### src/rtl/uart_tx_feeder.sv
// Byte FIFO feeding a UART transmitter: one data-valid strobe per byte,
// each frame closed by the transmitter's done handshake and an optional idle gap.
module uart_tx_feeder #(
  parameter int DEPTH    = 16,
  parameter int ADDR_W   = 4,
  parameter int GAP_CLKS = 0
) (
  input  logic              clk_i,
  input  logic              rst_i,
  input  logic              wr_en_i,
  input  logic [7:0]        wr_data_i,
  output logic              full_o,
  output logic              empty_o,
  output logic [ADDR_W:0]   count_o,
  output logic              overflow_o,
  output logic              busy_o,
  output logic              tx_dv_o,
  output logic [7:0]        tx_byte_o,
  input  logic              tx_active_i,
  input  logic              tx_done_i
);

  localparam int GW = (GAP_CLKS > 0) ? $clog2(GAP_CLKS + 1) : 1;

  typedef enum logic [2:0] {
    SYNC, IDLE, LAUNCH, WAIT_DONE, WAIT_CLR, GAP
  } state_t;

  state_t            r_state;
  logic [7:0]        r_mem [DEPTH];
  logic [ADDR_W-1:0] r_wr_ptr;
  logic [ADDR_W-1:0] r_rd_ptr;
  logic [ADDR_W:0]   r_count;
  logic              r_ovf;
  logic              r_dv;
  logic [7:0]        r_byte;
  logic [GW-1:0]     r_gap;

  logic w_full;
  logic w_empty;
  logic w_pop;
  logic w_push;

  assign w_full  = (r_count == (ADDR_W+1)'(DEPTH));
  assign w_empty = (r_count == '0);
  assign w_pop   = (r_state == IDLE) && !w_empty;
  // A pop frees a slot this cycle, so a push into a full FIFO still lands.
  assign w_push  = wr_en_i && (!w_full || w_pop);

  assign full_o     = w_full;
  assign empty_o    = w_empty;
  assign count_o    = r_count;
  assign overflow_o = r_ovf;
  assign busy_o     = (r_state != IDLE) || !w_empty;
  assign tx_dv_o    = r_dv;
  assign tx_byte_o  = r_byte;

  always_ff @(posedge clk_i) begin
    if (w_push) r_mem[r_wr_ptr] <= wr_data_i;
  end

  always_ff @(posedge clk_i or posedge rst_i) begin
    if (rst_i) begin
      r_wr_ptr <= '0;
      r_rd_ptr <= '0;
      r_count  <= '0;
      r_ovf    <= 1'b0;
    end else begin
      if (w_push) r_wr_ptr <= r_wr_ptr + 1'b1;
      if (w_pop)  r_rd_ptr <= r_rd_ptr + 1'b1;
      case ({w_push, w_pop})
        2'b10:   r_count <= r_count + 1'b1;
        2'b01:   r_count <= r_count - 1'b1;
        default: r_count <= r_count;
      endcase
      r_ovf <= wr_en_i && w_full && !w_pop;
    end
  end

  always_ff @(posedge clk_i or posedge rst_i) begin
    if (rst_i) begin
      r_state <= SYNC;
      r_dv    <= 1'b0;
      r_byte  <= 8'h00;
      r_gap   <= '0;
    end else begin
      r_dv <= 1'b0;
      case (r_state)
        SYNC: begin
          if (!tx_active_i && !tx_done_i) r_state <= IDLE;
        end
        IDLE: begin
          if (!w_empty) begin
            r_byte  <= r_mem[r_rd_ptr];
            r_dv    <= 1'b1;
            r_state <= LAUNCH;
          end
        end
        LAUNCH: begin
          r_state <= WAIT_DONE;
        end
        WAIT_DONE: begin
          if (tx_done_i) r_state <= WAIT_CLR;
        end
        WAIT_CLR: begin
          // Done low again means the transmitter is back in idle.
          if (!tx_done_i) begin
            if (GAP_CLKS == 0) begin
              r_state <= IDLE;
            end else begin
              r_gap   <= GW'(GAP_CLKS);
              r_state <= GAP;
            end
          end
        end
        GAP: begin
          if (r_gap <= GW'(1)) r_state <= IDLE;
          else                 r_gap   <= r_gap - 1'b1;
        end
        default: begin
          r_state <= SYNC;
        end
      endcase
    end
  end

endmodule

### config.mk
export PLATFORM = sky130hd
export DESIGN_NAME = uart_tx_feeder
export DESIGN_NICKNAME = d
export VERILOG_FILES = /design/src/rtl/uart_tx_feeder.sv
export SDC_FILE = /design/constraint.sdc
export NUM_CORES = 1
export LEC_CHECK = 0
export BUFFER_PORTS_ARGS = -buffer_cell sky130_fd_sc_hd__buf_2
export CORE_MARGIN = 2
export CORE_UTILIZATION = 40
export DETAILED_ROUTE_END_ITERATION = 6
export MAX_ROUTING_LAYER = met4
export PLACE_DENSITY_LB_ADDON = 0.08
export SYNTH_ARGS = -nofsm -noshare
export SYNTH_HDL_FRONTEND = slang
export SYNTH_SLANG_ARGS = --single-unit
export TNS_END_PERCENT = 10
### constraint.sdc
create_clock -name clk_i -period 5.09 [get_ports clk_i]
set_input_delay 0.509 -clock clk_i [delete_from_list [all_inputs] [get_ports clk_i]]
set_output_delay 0.509 -clock clk_i [all_outputs]
set_load 0.005 [all_outputs]
==> impl_metrics.ini <==
[timing]
tightestPinTransition_ps = 1270
max_freq_mhz = 345
hold_violations = 0
finalSetupViolations = 0
relSlewSlack = 0.150
finalCritPeriodShare = 0.569
clock_skew_ps = 10.7
rsz0062_at_grt = false
holdWs_ps = 370
finalCriticalPeriod_ps = 2900
timing.setup.tns_ps = 0
drv_slew = 0

[die]
start_util = 0.411
core_um2 = 15200
die_x_um = 129
dieArea_um2 = 16600
die_h_um = 129
rows = 45
io_pins = 31

[synth]
syn-num-nets = 358
synth_top_flop_cell = edfxtp_1
yosys_warnings = 0
yosysTopAreaCellShare = 0.616
synth-edff-count = 128
synth_area_um2 = 6240
ys_types = 47
synth_top_area_cell = edfxtp_1
synth_cells = 338
avgSynthCellArea_um2 = 18.5
synth-seq-cells = 154
ys_seq_area_frac = 0.720
synth.area.top_cells = edfxtp_1 62%, mux4_2 12%, dfrtp_1 10%, mux2i_1 2.6%, nand2_1 1.6%
async_reset_ff_frac = 0.169
yosys-top-cells-count = 128 x edfxtp_1, 32 x mux4_2, 27 x nand2_1
yosys.cell_count.top_type = edfxtp_1

[clocking]
worstSkewPairLatency_ps = 420
clk_pin_slew_worst_paths_ps = 60
cts_sinks = 154
numCtsBuffers = 17
ctsResizeCount = 0
cts_root_buf = clkbuf_16
clock_path_buffers = 2
post_cts_buffers = 0
hold_buffers = 0
cts_tree = yes
htree_num_levels = 4

[hold_path]
hold_path.class = input pin to async pin

[flow_run]
cap_viol_max_count = 0

[worst_setup_path]
worst_ep_required_time_ps = 5110
crit_type = flip-flop to flip-flop
worst_setup_path_start_kind = flip-flop
end_kind = flip-flop
reg2reg_slack_ps = 2190
crit_arrival_ps = 2920
critPathMaxFanout = 11

[cells_and_area]
design_area_um2 = 7130
drive_above_1_share = 0.288
num-nets-final = 394
fillers = 1318
fin_cells = 574
diodes = 0
area_delta_synth_final_pct = 14.2

[detailed_routing]
vias = 3082
drc = 0
drt-pass1-iter-count = 5
wl_um = 12300
final_antenna_net_count = 0
routed_via_density = 5.37
drt_iter0_drc = 194
routedWlPerCell_um = 21.4

[power]
cellPowerDensity_nw_per_um2 = 572
leakage_nw = 2.46
peakVddDrop_mv = 0.262
total_power_mw = 4.08

[grt]
grt_overflow = 0
grt_pass1_vias = 3314
grt_max_degree = 29
grt_first_pass_wirelength_um = 19500
antenna_found_initial = 0
grt_usage = 0.170

[placed_design]
dpl_cell_area_um2 = 6570
dp_cells = 543
routabilityCongestion = 0.723
place_hpwl_um = 7740
numPortBuffers = 30

[outcome]
outcome = complete, no violations
==> cells by family after synthesis <==
group | synth area share
DFF | 0.720
xor gates and xnor gates | 0.0112
AOI/OAI and AO/OA | 0.0353
and+or+nand+nor | 0.0517
buffers and inverters | 0.0190
muxes | 0.149
adders and majority gates | 0.0140
==> layout make-up <==
| class | instances | area [um2] | area share |
|---|---|---|---|
| well taps | 188 | 235 | 0.0330 |
| repair buffers | 34 | 180 | 0.0253 |
| clock buffers | 17 | 425 | 0.0596 |
| multi-input cells | 160 | 1630 | 0.229 |
| flip-flops and latches | 154 | 4500 | 0.630 |
| clock inverters | 14 | 139 | 0.0195 |
| inverters | 7 | 26.3 | 0.00368 |
==> critical path: stages, from the launching register on <==
cell and delay (ps):
dfrtp_1 500, or3b_4 460, a31oi_2 390, nand2_1 170, nor3_1 980
==> report_power, final <==
| group | internal [mW] | switching [mW] |
|---|---|---|
| clock | 0.682 | 0.521 |
| combinational | 0.535 | 0.542 |
| sequential | 1.57 | 0.223 |
| total | 2.79 | 1.29 |
==> cells in the final DEF (no fill, tap or decap), types with 2 or more instances in the layout <==
cell type,instances
dfrtp_1,25
o31ai_1,2
ha_1,7
buf_2,30
xnor2_1,6
inv_6,5
o21ai_0,4
clkinvlp_4,3
buf_4,4
nor3_1,5
edfxtp_1,128
clkinv_4,3
mux4_2,32
nand2b_1,4
mux2i_1,16
clkbuf_16,17
inv_1,6
nor2_1,16
nand4_1,2
o221ai_1,9
nand2_1,27
a21oi_1,3
or3_1,2
nor4_1,2
xor2_1,2
==> routing by layer <==
metal  GRT usage  up-vias  wire length (um)
met2       0.268       66              6190
met5           -        -                 0
met3      0.0466        9               457
met1       0.215     1596              5500
li1            -     1411                 -
met4      0.0575        0               123
==> worst paths after layout <==
check                                         start                  endpoint  cells after the start
max                          r_state[1]$_DFFE_PP0P_     r_mem[1][7]$_DFFE_PP_                      4
min in group clk_i                        tx_done_i    r_state[2]$_DFFE_PP0P_                      2
min                                           rst_i   r_rd_ptr[2]$_DFFE_PP0N_                      2
max in group asynchronous                     rst_i   r_rd_ptr[2]$_DFFE_PP0N_                      2
max reg2reg                  r_state[1]$_DFFE_PP0P_     r_mem[1][7]$_DFFE_PP_                      4
min reg2reg                tx_byte_o[7]$_DFFE_PP0N_  tx_byte_o[7]$_DFFE_PP0N_                      2
==> through the flow <==
step / worst slack, ps / utilization
after global routing: 1990 / 0.469
after detailed placement: 2220 / 0.432
after floorplan: 2630 / -
after CTS: 2170 / 0.469
final: 2190 / 0.469
after global placement: 2250 / 0.432
==> state kept, by name (all words and copies together), names as in the netlist <==
| name | cells |
|---|---|
| r_mem | 128 |
| tx_byte_o | 8 |
| count_o | 5 |
| r_rd_ptr | 4 |
| r_wr_ptr | 4 |
| r_state | 3 |
| overflow_o | 1 |
| tx_dv_o | 1 |
Note: power is estimated with default switching activity, not from simulation.
